--- config.mk ---
export PLATFORM = sky130hd
export DESIGN_NAME = ddr_burst_arbiter
export DESIGN_NICKNAME = d
export VERILOG_FILES = /design/src/rtl/ddr_burst_arbiter.sv
export SDC_FILE = /design/constraint.sdc
export NUM_CORES = 1
export LEC_CHECK = 0
export ABC_AREA = 1
export CAP_MARGIN = 10
export CORE_AREA = 2 2 450 452
export CTS_BUF_LIST = sky130_fd_sc_hd__clkbuf_16
export CTS_CLUSTER_DIAMETER = 150
export DETAILED_ROUTE_END_ITERATION = 7
export DIE_AREA = 0 0 452 454
export PLACE_DENSITY = 0.34
export SYNTH_ARGS = -nofsm -noshare
export SYNTH_HDL_FRONTEND = slang
export SYNTH_SLANG_ARGS = --single-unit
--- constraint.sdc ---
create_clock -name clk -period 3.15 [get_ports clk]
set_clock_uncertainty 0.2 [all_clocks]
set_input_delay 0.4725 -clock clk [delete_from_list [all_inputs] [get_ports clk]]
set_output_delay 0.4725 -clock clk [all_outputs]
set_load 0.005 [all_outputs]
--- src/rtl/ddr_burst_arbiter.sv ---
// Round-robin arbiter sharing the ddr_controller burst port among NREQ cache requesters.
// One burst in flight; beats, write-data strobes and completion are routed to the granted requester only.
//
// state   | meaning
// --------+--------------------------------------------------------------
// S_IDLE  | no burst; choose next requester once calibration is complete
// S_BURST | grant held, burst request high until its matching finish
// S_DONE  | one-cycle completion pulse to the requester just served
module ddr_burst_arbiter #(
    parameter int NREQ           = 4,
    parameter int DDR_DATA_WIDTH = 128,
    parameter int DDR_ADDR_WIDTH = 28,
    parameter int LEN_WIDTH      = 10
) (
    input  logic                               clk,
    input  logic                               rst_n,
    input  logic                               calib_done,
    input  logic [NREQ-1:0]                    req,
    input  logic [NREQ-1:0]                    req_we,
    input  logic [NREQ*DDR_ADDR_WIDTH-1:0]     req_addr,
    input  logic [NREQ*LEN_WIDTH-1:0]          req_len,
    input  logic [NREQ*DDR_DATA_WIDTH-1:0]     req_wdata,
    output logic [NREQ-1:0]                    grant,
    output logic [NREQ-1:0]                    done,
    output logic [NREQ-1:0]                    rd_valid,
    output logic [NREQ-1:0]                    wr_data_req,
    output logic [DDR_DATA_WIDTH-1:0]          rd_data,
    output logic                               rd_burst_req,
    output logic                               wr_burst_req,
    output logic [DDR_ADDR_WIDTH-1:0]          rd_burst_addr,
    output logic [DDR_ADDR_WIDTH-1:0]          wr_burst_addr,
    output logic [LEN_WIDTH-1:0]               rd_burst_len,
    output logic [LEN_WIDTH-1:0]               wr_burst_len,
    output logic [DDR_DATA_WIDTH-1:0]          wr_burst_data,
    input  logic                               rd_burst_data_valid,
    input  logic                               wr_burst_data_req,
    input  logic                               rd_burst_finish,
    input  logic                               wr_burst_finish,
    input  logic [DDR_DATA_WIDTH-1:0]          rd_burst_data,
    output logic                               busy,
    output logic                               len_err
);

    localparam int AW = DDR_ADDR_WIDTH;
    localparam int DW = DDR_DATA_WIDTH;
    localparam int LW = LEN_WIDTH;
    localparam int PW = (NREQ > 1) ? $clog2(NREQ) : 1;

    typedef enum logic [1:0] {
        S_IDLE  = 2'd0,
        S_BURST = 2'd1,
        S_DONE  = 2'd2
    } state_t;

    state_t          state;
    logic [PW-1:0]   ptr;
    logic [PW-1:0]   gidx;
    logic [PW-1:0]   win_idx;
    logic [PW-1:0]   cand;
    logic            win_found;
    logic [AW-1:0]   pick_addr;
    logic [LW-1:0]   pick_len;
    logic [AW-1:0]   lat_addr;
    logic [LW-1:0]   lat_len;
    logic            lat_we;
    logic [LW:0]     beat_cnt;
    logic [LW:0]     beat_nxt;
    logic            strobe;
    logic            in_range;
    logic            finish_hit;
    logic            fwd;

    always_comb begin
        win_found = 1'b0;
        win_idx   = '0;
        cand      = '0;
        for (int k = 1; k <= NREQ; k++) begin
            cand = PW'((int'(ptr) + k) % NREQ);
            if (!win_found && req[cand]) begin
                win_found = 1'b1;
                win_idx   = cand;
            end
        end
    end

    always_comb begin
        pick_addr = req_addr[int'(win_idx)*AW +: AW];
        pick_len  = req_len[int'(win_idx)*LW +: LW];
    end

    // Beats past the latched length are counted (for len_err) but never forwarded.
    assign strobe     = lat_we ? wr_burst_data_req : rd_burst_data_valid;
    assign finish_hit = lat_we ? wr_burst_finish : rd_burst_finish;
    assign in_range   = beat_cnt < {1'b0, lat_len};
    assign beat_nxt   = (strobe && !(&beat_cnt)) ? beat_cnt + 1'b1 : beat_cnt;
    assign fwd        = (state == S_BURST) && in_range;

    assign rd_valid    = (fwd && !lat_we && rd_burst_data_valid) ? grant : '0;
    assign wr_data_req = (fwd &&  lat_we && wr_burst_data_req)   ? grant : '0;
    assign rd_data     = rd_burst_data;
    assign busy        = (state != S_IDLE);

    assign rd_burst_addr = lat_addr;
    assign wr_burst_addr = lat_addr;
    assign rd_burst_len  = lat_len;
    assign wr_burst_len  = lat_len;

    always_comb begin
        wr_burst_data = '0;
        for (int i = 0; i < NREQ; i++) begin
            if (grant[i]) begin
                wr_burst_data = req_wdata[i*DW +: DW];
            end
        end
    end

    always_ff @(posedge clk or negedge rst_n) begin
        if (!rst_n) begin
            state        <= S_IDLE;
            ptr          <= PW'(NREQ - 1);
            gidx         <= '0;
            grant        <= '0;
            done         <= '0;
            rd_burst_req <= 1'b0;
            wr_burst_req <= 1'b0;
            lat_addr     <= '0;
            lat_len      <= '0;
            lat_we       <= 1'b0;
            beat_cnt     <= '0;
            len_err      <= 1'b0;
        end else begin
            case (state)
                S_IDLE: begin
                    done <= '0;
                    if (calib_done && win_found) begin
                        grant          <= '0;
                        grant[win_idx] <= 1'b1;
                        gidx           <= win_idx;
                        lat_addr       <= pick_addr;
                        lat_len        <= pick_len;
                        lat_we         <= req_we[win_idx];
                        beat_cnt       <= '0;
                        rd_burst_req   <= (pick_len != '0) && !req_we[win_idx];
                        wr_burst_req   <= (pick_len != '0) &&  req_we[win_idx];
                        state          <= S_BURST;
                    end
                end
                S_BURST: begin
                    beat_cnt <= beat_nxt;
                    // Zero-length requests complete without ever touching the controller.
                    if (lat_len == '0) begin
                        done  <= grant;
                        grant <= '0;
                        ptr   <= gidx;
                        state <= S_DONE;
                    end else if (finish_hit) begin
                        done         <= grant;
                        grant        <= '0;
                        ptr          <= gidx;
                        rd_burst_req <= 1'b0;
                        wr_burst_req <= 1'b0;
                        if (beat_nxt != {1'b0, lat_len}) begin
                            len_err <= 1'b1;
                        end
                        state <= S_DONE;
                    end
                end
                S_DONE: begin
                    done  <= '0;
                    state <= S_IDLE;
                end
                default: begin
                    state <= S_IDLE;
                end
            endcase
        end
    end

endmodule

# Word-level counts from Yosys, hierarchy flattened
# Cells that the tools add are included.
# word_totals
ff_bits,67
input_bits,807
output_inout_bits,352
word_cells,122
# op_classes
addsub,5
n_mul,2
n_lt_le_gt_ge,7
eq_ne,7
n_shift,2
muxes,50
bitwise_logic,1
n_reduce_logical,36
# ops
cell,count
2-to-1 mux 128 bit,4
variable part select 112 x 8 -> 28 bit,1
variable part select 40 x 7 -> 10 bit,1
2-to-1 mux 4 bit,7
2-to-1 mux 11 bit,2
case mux 11 bit (2 select lines),1
2-to-1 mux 2 bit,9
2-to-1 mux 1 bit,16
case mux 4 bit (2 select lines),2
"< comparator 2 x 3 -> 1 bit, second input constant",5
logical AND 1 bit,13
"adder 11 x 1 -> 11 bit, second input constant",1
< comparator 11 x 10 -> 1 bit,1
inequality test 11 x 10 -> 1 bit,1
AND reduction 11 bit,1
binary-select mux 1 bit (select 2 bit),5
zero test 10 bit,1
"multiplier 2 x 3 -> 5 bit, second input constant",2
AND reduction 2 bit,5
nonzero test 10 bit,1
AND reduction 4 bit,2
nonzero test 2 bit,4
zero test 1 bit,6
"inequality test 2 bit, second input constant",3
13 further kinds,16

# Depth between registers and ports, before layout
# depth
word_depth,19
mapped_depth,20
ltp_nobuf,18

# Least setup slack after synthesis
# OpenSTA, ideal clock, no wires.
# synth_timing
path_type,reg2out
from,"register lat_len[6], in the netlist rd_burst_len[6]"
to,output rd_valid[0]
arrival_ps,1679
required_ps,2477
setup_slack_ps,798
stages_incl_launch_ff,10
path_buffers,0
path_cell_list,dfrtp_1 > inv_1 > ha_1 > a21oi_1 > o21ai_0 > nand2_1 > o311ai_0 > a311oi_1 > nand3_1 > nor2_1
# synth_via
elab_chain_cells,5
# synth_lines
item,line,source
"start, declared",64,logic [LW-1:0] lat_len;
"start signal, assigned",140,lat_len <= pick_len;
< comparator 11 x 10 -> 1 bit,94,"assign in_range = beat_cnt < {1'b0, lat_len};"
logical AND 1 bit,96,assign fwd = (state == S_BURST) && in_range;
logical AND 1 bit (2 in a row),98,assign rd_valid = (fwd && !lat_we && rd_burst_data_valid) ? grant : '0;
2-to-1 mux 4 bit,98,
"end, declared",25,"output logic [NREQ-1:0] rd_valid,"
# No other way between the ends.

# Worst setup path in the final report
# layout_timing
from,register grant[1]
to,output wr_burst_data[104]
# layout_via
elab_chain_cells,3
# layout_lines
item,line,source
"start, declared",23,"output logic [NREQ-1:0] grant,"
"start signal, assigned",122,grant <= '0;
"start signal, assigned",136,grant <= '0;
"start signal, assigned by index",137,grant[win_idx] <= 1'b1;
2-to-1 mux 128 bit (3 in a row),111,if (grant[i]) begin
"end, declared",34,"output logic [DDR_DATA_WIDTH-1:0] wr_burst_data,"
# No other way between the ends.

==> run_results.csv <==
group,metric,value,unit
synth,ys_seq_area_share,18.3,%
worst_setup_path,required,2.48,ns
clock_tree,cts_made_buffers,9,
global_route,grt_use_total,14.0,%
final_layout,multi_input_area,6020,µm²
worst_setup_path,crit_top_cell,"buf_12",
worst_setup_path,cp-end-kind,"output pin",
routing,drt_iter0_markers,1023,
timing,timing.final.crit_share,99.5,%
routing,num_vias,15200,
synth,syn_area_per_cell,6.37,µm²
die,io_pins,1159,
timing,period_minus_slack,3.14,ns
timing,fin_ws,0.0148,ns
timing,tightest_slew,0.717,ns
final_layout,nets,3055,
timing,max_freq,319,MHz
routing,dr_wl_met2,83800,µm
power,powerDensity,834,nW/µm²
run,drv_cap,0,
timing,finalHoldViolCount,0,
routing,wirelength,151000,µm
global_route,grt_pass1_wl,182000,µm
routing,wl_met3,13300,µm
power,ir_worst_vdd,499,µV
hold_path,holdPathStages,2,
synth,yosysWarnings,0,
place,dp_hpwl,132000,µm
power,p_leak,8.33,nW
clock_tree,h-tree-depth,3,
timing,slew_violations,0,
clock_tree,ctsLongestPathBuffers,2,
synth,synthCells,1437,
clock_tree,clk_latency,0.38,ns
outcome,status,"complete, no violations",
timing,rsz0062_at_grt,"true",
clock_tree,cts.clk_slew.worst_paths,0.07,ns
worst_setup_path,worst_path_largest_cell_delay,0.72,ns
worst_setup_path,worstPathArrival,2.46,ns
routing,avgViaCountPerCell,3.06,
power,report.power.total,19.1,mW
synth,async_flop_share,100,%
die,die_x,452,µm
worst_setup_path,path_cells,"buf_12 > buf_12 > a221oi_4 > o31ai_1 > dlygate4sd2_1",
final_layout,area_growth,150,%
routing,wire_per_inst,30.5,µm
die,die_h,454,µm
place,io_buffers,902,
die,initial_utilization,4.56,%
global_route,gr-total-overflow,0,
routing,dr.max_layer_used,"met5",
synth,synth_fp_nets,2254,
routing,m1WireLength,45200,µm
final_layout,seqCellArea,1690,µm²
final_layout,drive_above_1_share,16.1,%
global_route,grt_pass1_vias,15000,
synth,synth_ff_type,"dfrtp_1",
worst_setup_path,worstSetupPathType,"reg2out",
clock_tree,clock-root-buffer,"clkbuf_16",
place,gp_congestion,0.890,
die,core,201000,µm²
global_route,grt_max_degree,66,
worst_setup_path,crit_path_max_fanout,65,
routing,ant_nets,0,
timing,relSlewSlack,52.2,%
routing,drtPass1Iterations,5,
worst_setup_path,start_kind,"register",
synth,synth_edf_count,0,
worst_setup_path,slowest_stage,"a221oi_4",
clock_tree,cts_tree,"yes",
routing,drc,0,
hold_path,hold_path_class,"reg2reg",
synth,yosysUniqueCellTypes,37,
place,dpl_worst_slack,-0.370,ns
die,die_area,205000,µm²
synth,synth_area,9150,µm²
synth,synth-seq-cells,67,
timing,final-setup-viol-count,0,
die,rows,165,
clock_tree,numClockSinks,67,
timing,whs,0.269,ns
worst_setup_path,r2r_cells,18,
global_route,antenna_found_initial,155,
final_layout,n_fill_cell,23300,
-- sequential cells by signal (all words and copies together), names as in the netlist --
| register | flops |
|---|---|
| grant | 4 |
| beat_cnt | 11 |
| len_err | 1 |
| ptr | 2 |
| rd_burst_req | 1 |
| rd_burst_len | 10 |
| lat_we | 1 |
| rd_burst_addr | 28 |
| wr_burst_req | 1 |
| gidx | 2 |
| state | 2 |
| done | 4 |
-- metrics by stage --
| stage | util [%] | instances | instance area, µm² | TNS [ns] |
|---|---|---|---|---|
| final | 11.4 | 4965 | 22900 | 0 |
| after global routing | 11.4 | 4948 | 22800 | -0.119 |
| after CTS | 11.2 | 4905 | 22500 | -0.688 |
| after detailed placement | 10.7 | 4860 | 21500 | -2.20 |
| after global placement | 10.7 | 4860 | 21500 | -1.55 |
| after floorplan | - | 1437 | 9150 | 0 |
-- logic make-up (layout without fill, tap and decap cells) --
logic type | Yosys count | in the layout | synth area share, %
simple gates | 675 | 676 | 29.8
buf+inv | 338 | 1143 | 21.3
xor+xnor | 7 | 7 | 0.670
compound gates | 340 | 340 | 28.5
flops | 67 | 67 | 18.3
fa+ha+maj | 10 | 10 | 1.37
other cells | 0 | 50 | 0
-- power breakdown --
part	switching, mW	internal [mW]
Clock	0.547	0.622
Sequential	0.404	1.25
Combinational	8.95	7.29
-- cells in the final DEF, fill, tap and decap left out, drive strengths merged --
cell type,count
a21oi,9
a221oi,128
a22oi,22
a311oi,1
a31oi,10
buf,231
bufbuf,2
bufinv,1
clkbuf,12
clkdlybuf4s50,770
clkinv,2
clkinvlp,2
dfrtp,65
dfstp,2
diode,50
dlygate4sd2,59
dlygate4sd3,1
dlymetal6s2s,2
ha,10
inv,61
nand2,412
nand3,51
nand3b,2
nand4,23
nor2,177
nor3,8
nor4,1
o211ai,2
o21ai,24
o22ai,15
o311ai,1
o31ai,128
or2,2
xor2,7
-- final timing paths --
check,start,end,slack [ns]
max,grant[1]$_DFFE_PN0P_,wr_burst_data[104],0.01
min,len_err$_DFFE_PN0P_,len_err$_DFFE_PN0P_,0.27
max reg2reg,ptr[0]$_DFFE_PN1P_,rd_burst_req$_DFFE_PN0P_,0.21
min reg2reg,len_err$_DFFE_PN0P_,len_err$_DFFE_PN0P_,0.27
max in group asynchronous,rst_n,rd_burst_addr[11]$_DFFE_PN0P_,1.65
min in group asynchronous,rst_n,state[0]$_DFFE_PN0P_,0.47
-- cell type report --
cell class	instances	area share (%)
timing repair buffer	1068	48.7
clock buffer	9	0.985
antenna	50	0.547
clock inverter	7	0.334
sequential	67	7.40
multi-input combinational	1033	26.3
inverter	59	1.03
tap	2672	14.6
-- Yosys cell counts (2+ instances only) --
master / n / area, µm²
nand2_1: 402 / 1510
nor2_1: 173 / 649
buf_4: 172 / 1290
a221oi_1: 128 / 1120
o31ai_1: 128 / 961
clkbuf_1: 88 / 330
dfrtp_1: 65 / 1630
inv_1: 53 / 199
nand3_1: 48 / 240
nand4_1: 23 / 144
o21ai_0: 23 / 115
a22oi_1: 21 / 158
o22ai_1: 15 / 93.8
a31oi_1: 10 / 62.6
ha_1: 10 / 125
nand2_2: 10 / 62.6
a21oi_1: 9 / 45.0
buf_1: 9 / 33.8
nor3_1: 8 / 40.0
buf_2: 7 / 35.0
xor2_1: 7 / 61.3
inv_2: 4 / 15.0
nor2_2: 4 / 25.0
buf_6: 3 / 33.8
dfstp_2: 2 / 52.6
nand3b_1: 2 / 15.0
o211ai_1: 2 / 15.0
or2_2: 2 / 12.5
-- layer usage --
layer,vias to the layer above,track usage (%)
met1,7252,12.2
li1,6569,-
met2,1009,27.6
met3,334,5.31
met4,44,6.51
met5,-,0.490
-- repair_timing --
action                                  CTS  global route
hold buffers                              1             0
endpoints found under the setup margin  112            50
hold endpoints to repair                 37             0
pin swaps                                18             8
setup buffers                            23            11
gates resized for setup                 168            46
cloned                                    6             1
-- critical path: cells and delay by family, from the launching register on --
| kind | cells | cell delay, ns |
|---|---|---|
| AOI/OAI and AO/OA | 2 | 0.83 |
| DFF | 1 | 0.52 |
| buffers and inverters | 3 | 0.66 |
Note: power is estimated with default switching activity, not from simulation.
